$ cat src/rtl/pair_triple_event_counter.sv
// Debounced event counter behind the 2-of-3 pair/triple detector: qualifies in_det_i with
// in_val_i, requires HOLD_CYCLES valid high samples, then pulses event_o and bumps count_o.
// Optional macro PAIR_TRIPLE_EVENT_COUNTER_WRAP_EN: count wraps and sat_o becomes a sticky overflow flag.
//
// Handshake: in_val_i is a qualifier only (no ready); a cycle with in_val_i = 0 holds all state
// and produces no event. clear_i is synchronous and overrides everything in its cycle.
module pair_triple_event_counter #(
  parameter int COUNT_WIDTH = 8,
  parameter int HOLD_CYCLES = 2
) (
  input  logic                   clk_i,
  input  logic                   rst_i,
  input  logic                   in_val_i,
  input  logic                   in_det_i,
  input  logic                   clear_i,
  output logic                   event_o,
  output logic [COUNT_WIDTH-1:0] count_o,
  output logic                   sat_o,
  output logic                   active_o,
  output logic [1:0]             state_o
);

  localparam int HOLD_W = $clog2(HOLD_CYCLES + 1);
  localparam logic [HOLD_W-1:0]      HOLD_TGT = HOLD_W'(HOLD_CYCLES);
  localparam logic [COUNT_WIDTH-1:0] CNT_MAX  = '1;

  typedef enum logic [1:0] {
    IDLE = 2'd0,
    ARM  = 2'd1,
    HELD = 2'd2
  } state_t;

  state_t                 state_q, state_d;
  logic [HOLD_W-1:0]      hold_q, hold_d, hold_inc;
  logic [COUNT_WIDTH-1:0] count_q, count_d;
  logic                   sat_q, sat_d;
  logic                   event_q, event_d;
  logic                   fire;

  always_ff @(posedge clk_i or posedge rst_i) begin
    if (rst_i) begin
      state_q <= IDLE;
      hold_q  <= '0;
      count_q <= '0;
      sat_q   <= 1'b0;
      event_q <= 1'b0;
    end else begin
      state_q <= state_d;
      hold_q  <= hold_d;
      count_q <= count_d;
      sat_q   <= sat_d;
      event_q <= event_d;
    end
  end

  always_comb begin
    state_d  = state_q;
    hold_d   = hold_q;
    count_d  = count_q;
    sat_d    = sat_q;
    event_d  = 1'b0;
    fire     = 1'b0;
    hold_inc = hold_q + 1'b1;

    if (clear_i) begin
      state_d = IDLE;
      hold_d  = '0;
      count_d = '0;
      sat_d   = 1'b0;
    end else begin
      if (in_val_i) begin
        case (state_q)
          IDLE: begin
            if (in_det_i) begin
              if (HOLD_CYCLES == 1) begin
                fire    = 1'b1;
                state_d = HELD;
              end else begin
                state_d = ARM;
                hold_d  = HOLD_W'(1);
              end
            end
          end
          ARM: begin
            if (in_det_i) begin
              if (hold_inc == HOLD_TGT) begin
                fire    = 1'b1;
                hold_d  = '0;
                state_d = HELD;
              end else begin
                hold_d = hold_inc;
              end
            end else begin
              // Detection dropped before the hold completed: treat as a glitch.
              state_d = IDLE;
              hold_d  = '0;
            end
          end
          HELD: begin
            if (!in_det_i) state_d = IDLE;
          end
          default: begin
            state_d = IDLE;
            hold_d  = '0;
          end
        endcase
      end

      if (fire) begin
        event_d = 1'b1;
`ifdef PAIR_TRIPLE_EVENT_COUNTER_WRAP_EN
        count_d = count_q + 1'b1;
        if (count_q == CNT_MAX) sat_d = 1'b1;
`else
        if (count_q != CNT_MAX) count_d = count_q + 1'b1;
        sat_d = (count_d == CNT_MAX);
`endif
      end
    end
  end

  assign event_o  = event_q;
  assign count_o  = count_q;
  assign sat_o    = sat_q;
  assign active_o = (state_q != IDLE);
  assign state_o  = state_q;

endmodule

$ cat config.mk
export PLATFORM = sky130hd
export DESIGN_NAME = pair_triple_event_counter
export DESIGN_NICKNAME = d
export VERILOG_FILES = /design/src/rtl/pair_triple_event_counter.sv
export SDC_FILE = /design/constraint.sdc
export NUM_CORES = 1
export LEC_CHECK = 0
export CORE_MARGIN = 4
export CORE_UTILIZATION = 40
export CTS_CLUSTER_DIAMETER = 80
export DETAILED_ROUTE_END_ITERATION = 8
export SLEW_MARGIN = 0
export SYNTH_ARGS = -nofsm -noshare
export SYNTH_HDL_FRONTEND = slang
export SYNTH_SLANG_ARGS = --single-unit
$ cat constraint.sdc
create_clock -name clk_i -period 1.75 [get_ports clk_i]
set_input_delay 0.525 -clock clk_i [delete_from_list [all_inputs] [get_ports clk_i]]
set_output_delay 0.525 -clock clk_i [all_outputs]
set_load 0.01 [all_outputs]
==> impl_results.md <==
- DP Worst Slack: -0.355 ns
- Count of final setup violators: 0
- Lkg Pwr: approximately 0.65 nW
- Clock buffer depth: 2
- CP Capture Type: register
- Vias/cell: a little over 5
- CTS tree: yes
- Worst setup SP type: input port
- Clk Tree Root Cell: clkbuf_4
- H-tree levels: 1
- WHS: 0.375 ns
- Row count: 16
- Synthesis-to-finish area growth: 42.8%
- Fraction of registers with async set/reset: 100%
- Worst Path Required: between 1.5 and 2 ns
- Total power: ~0.00063 W
- Clk Latency, worst-skew pair: between 0.2 and 0.3 ns
- Yosys reg bits: 14
- Fill cells: between 150 and 200
- Setup TNS: 0 ns
- Slew Limit Fails: 0
- Die extent in x: between 50 and 60 um
- Total GRT Usage: 16.3%
- Worst min-delay path category: in -> async
- RSZ-0062 raised after global routing: true
- Syn Inst Count: 96
- Top_reg_cell synth: dfrtp_1
- Smallest setup slack after layout: ~0.029 ns
- CP max-delay cell: clkdlybuf4s50_1
- Mapped cell area: about 900 um2
- Crit Path Max Fanout: 8
- Fmax: roughly 580 MHz
- Post-DP HPWL: between 1.5 and 2 mm
- Largest net degree at the start of global routing: 14
- Detailed-route DRC error count: 0
- Synth unique cells: 38
- Grt total ovfl: 0
- Layout Nets: 138
- Antenna violations before repair: 0
- Proportion of netlist area held by the largest area contributor: a little under 40%
- PD cells: around 500 nW/um2
- Iteration-0 DRC Markers: 19
- Crit path kind: in -> reg
- Largest area contributor in the netlist: dfrtp_1
- Proportion of layout cells with a drive suffix above 1: between 20% and 30%
- Final Cycle Share: 98.3%
- Max-slew headroom: ~72%
- Routed len/inst: approximately 14 um
- Top post-synthesis cells by area: dfrtp_1 40%, nand2_1 4.2%, nor2_1 4.2%
- Drt first pass iters: 4
- Tightest Pin Transition: between 0.4 and 0.5 ns
- Core area: 2040 um2
- Chip height: 55.1 um
- Critical path, cell by cell: clkdlybuf4s50_1, nor2b_4, nand4_4, nor4b_1, xnor2_1, nor2_1
- Die ar.: just over 3000 um2
- Maxcap violations: 0
- I/O Pins: 18
- WP data arrival: around 1.9 ns
- Mean Syn Cell Area: 9.23 um2
- Number of synthesized flops with an enable pin: 0
- Seq/Total Area, Yosys: around two fifths
- Register-to-Register Setup Slack: approximately 0.14 ns
- Clock buffer count from CTS: 3
- Post-Route WL: 2.16 mm
- Starting density of the core: between 40% and 50%
- CTS sink count: 14
- Worst Skew: between 0.0015 and 0.002 ns
- Total number of vias: 810
- Reg clk slew, reported paths: approximately 0.09 ns
- Ys Warns: 0
- Outcome: complete, no violations
- Peak supply drop: slightly above 0.3 mV
- Inserted Diodes: 0
- Final hold violation count: 0
- Net count after synthesis: 102
- Slowest cell delay on critical path: between 0.4 and 0.5 ns
- Routability Congestion: between 0.8 and 0.9
- Number of global-route vias before repair: between 700 and 800
- Tmin final: about 1.7 ns
- WP buf/inv: 1
- Critical path's top delay family: simple AND/OR/NAND/NOR gates
- First-pass GRT wire length: 3.51 mm
- I/O Buffers: 17
- Post-DRT Antenna Nets: 0
-- state kept, by name, summed over array words and instances (netlist names) --
name and cells:
count_o 8, hold_q 2, state_o 2, event_o 1, sat_o 1
-- cells by family after synthesis --
family / after synthesis / share of synthesized area, %
AND/OR/NAND/NOR: 46 / 29.1
AO/OA/AOI/OAI: 20 / 18.9
flip-flops: 14 / 39.5
buffers and inverters: 10 / 5.93
XOR/XNOR: 4 / 3.95
multiplexers: 1 / 1.13
adder cells (fa/ha/maj): 1 / 1.41
-- report_power, final --
part / switching [W] / leakage (nW) / internal, W
Sequential: 0.00000198 / 0.191 / 0.000326
Combinational: 0.0000323 / 0.435 / 0.0000295
Clock: 0.000111 / 0.0210 / 0.000127
Total: 0.000146 / 0.646 / 0.000482
-- what timing repair did --
item / CTS / global route
hold buffers: 0 / 0
cloned: 0 / 0
setup buffers: 3 / 0
hold endpoints to repair: 0 / 0
pin swaps: 0 / 1
gates resized for setup: 9 / 10
endpoints found under the setup margin: 12 / 14
-- placed cells by master, fill, tap and decap left out, drive strengths merged, types with 4 or more instances in the layout --
cell and instances:
buf 20, clkdlybuf4s50 6, o21ai 4, nor3 4
nor2 10, inv 4, nand2 10, nand3 5
xnor2 4, dfrtp 14, clkbuf 5, a21oi 7
dlymetal6s2s 6, dlygate4sd2 4, nand4 4
-- cell type report --
| type | count | area (um2) | area share, % |
|---|---|---|---|
| Multi-Input combinational cell | 72 | 502 | 39.7 |
| Timing Repair Buffer | 37 | 325 | 25.7 |
| Sequential cell | 14 | 353 | 27.9 |
| Tap cell | 27 | 33.8 | 2.67 |
| Clock buffer | 4 | 36.3 | 2.87 |
| Inverter | 4 | 15.0 | 1.19 |
-- cells in the mapped netlist (2+ instances only) --
library cell	n
dfrtp_1	14
nand2_1	10
nor2_1	10
a21oi_1	7
nand3_1	5
inv_1	4
nor3_1	4
xnor2_1	4
nand4_1	3
o21ai_0	3
a32o_1	2
buf_2	2
nand3b_1	2
o211ai_1	2
-- final timing paths --
path                            start          to  cells after the start
max                          in_det_i  count_o[4]                      6
min                             rst_i     event_o                      2
max reg2reg                count_o[0]       sat_o                      6
min reg2reg                     sat_o       sat_o                      2
max in group asynchronous       rst_i  count_o[2]                      3
min in group clk_i              sat_o       sat_o                      2
-- layer usage --
metal | global-route usage [%] | vias to the layer above | share of wire, %
met3 | 3.75 | 0 | 4.8
met2 | 25.2 | 19 | 46
li1 | - | 411 | -
met5 | 0 | - | 0
met1 | 23.0 | 380 | 49
met4 | 3.64 | 0 | 0
-- per-stage QoR --
| step | instance area, um2 | std cells | utilization, % |
|---|---|---|---|
| 2_1_floorplan | 886 | 96 | - |
| 3_3_place_gp | 1180 | 151 | 57.8 |
| 3_5_place_dp | 1180 | 151 | 57.8 |
| 4_1_cts | 1240 | 158 | 61.0 |
| 5_1_grt | 1260 | 158 | 61.9 |
| 6_report | 1260 | 158 | 61.9 |
No activity file was read; power rests on OpenSTA's default activity.
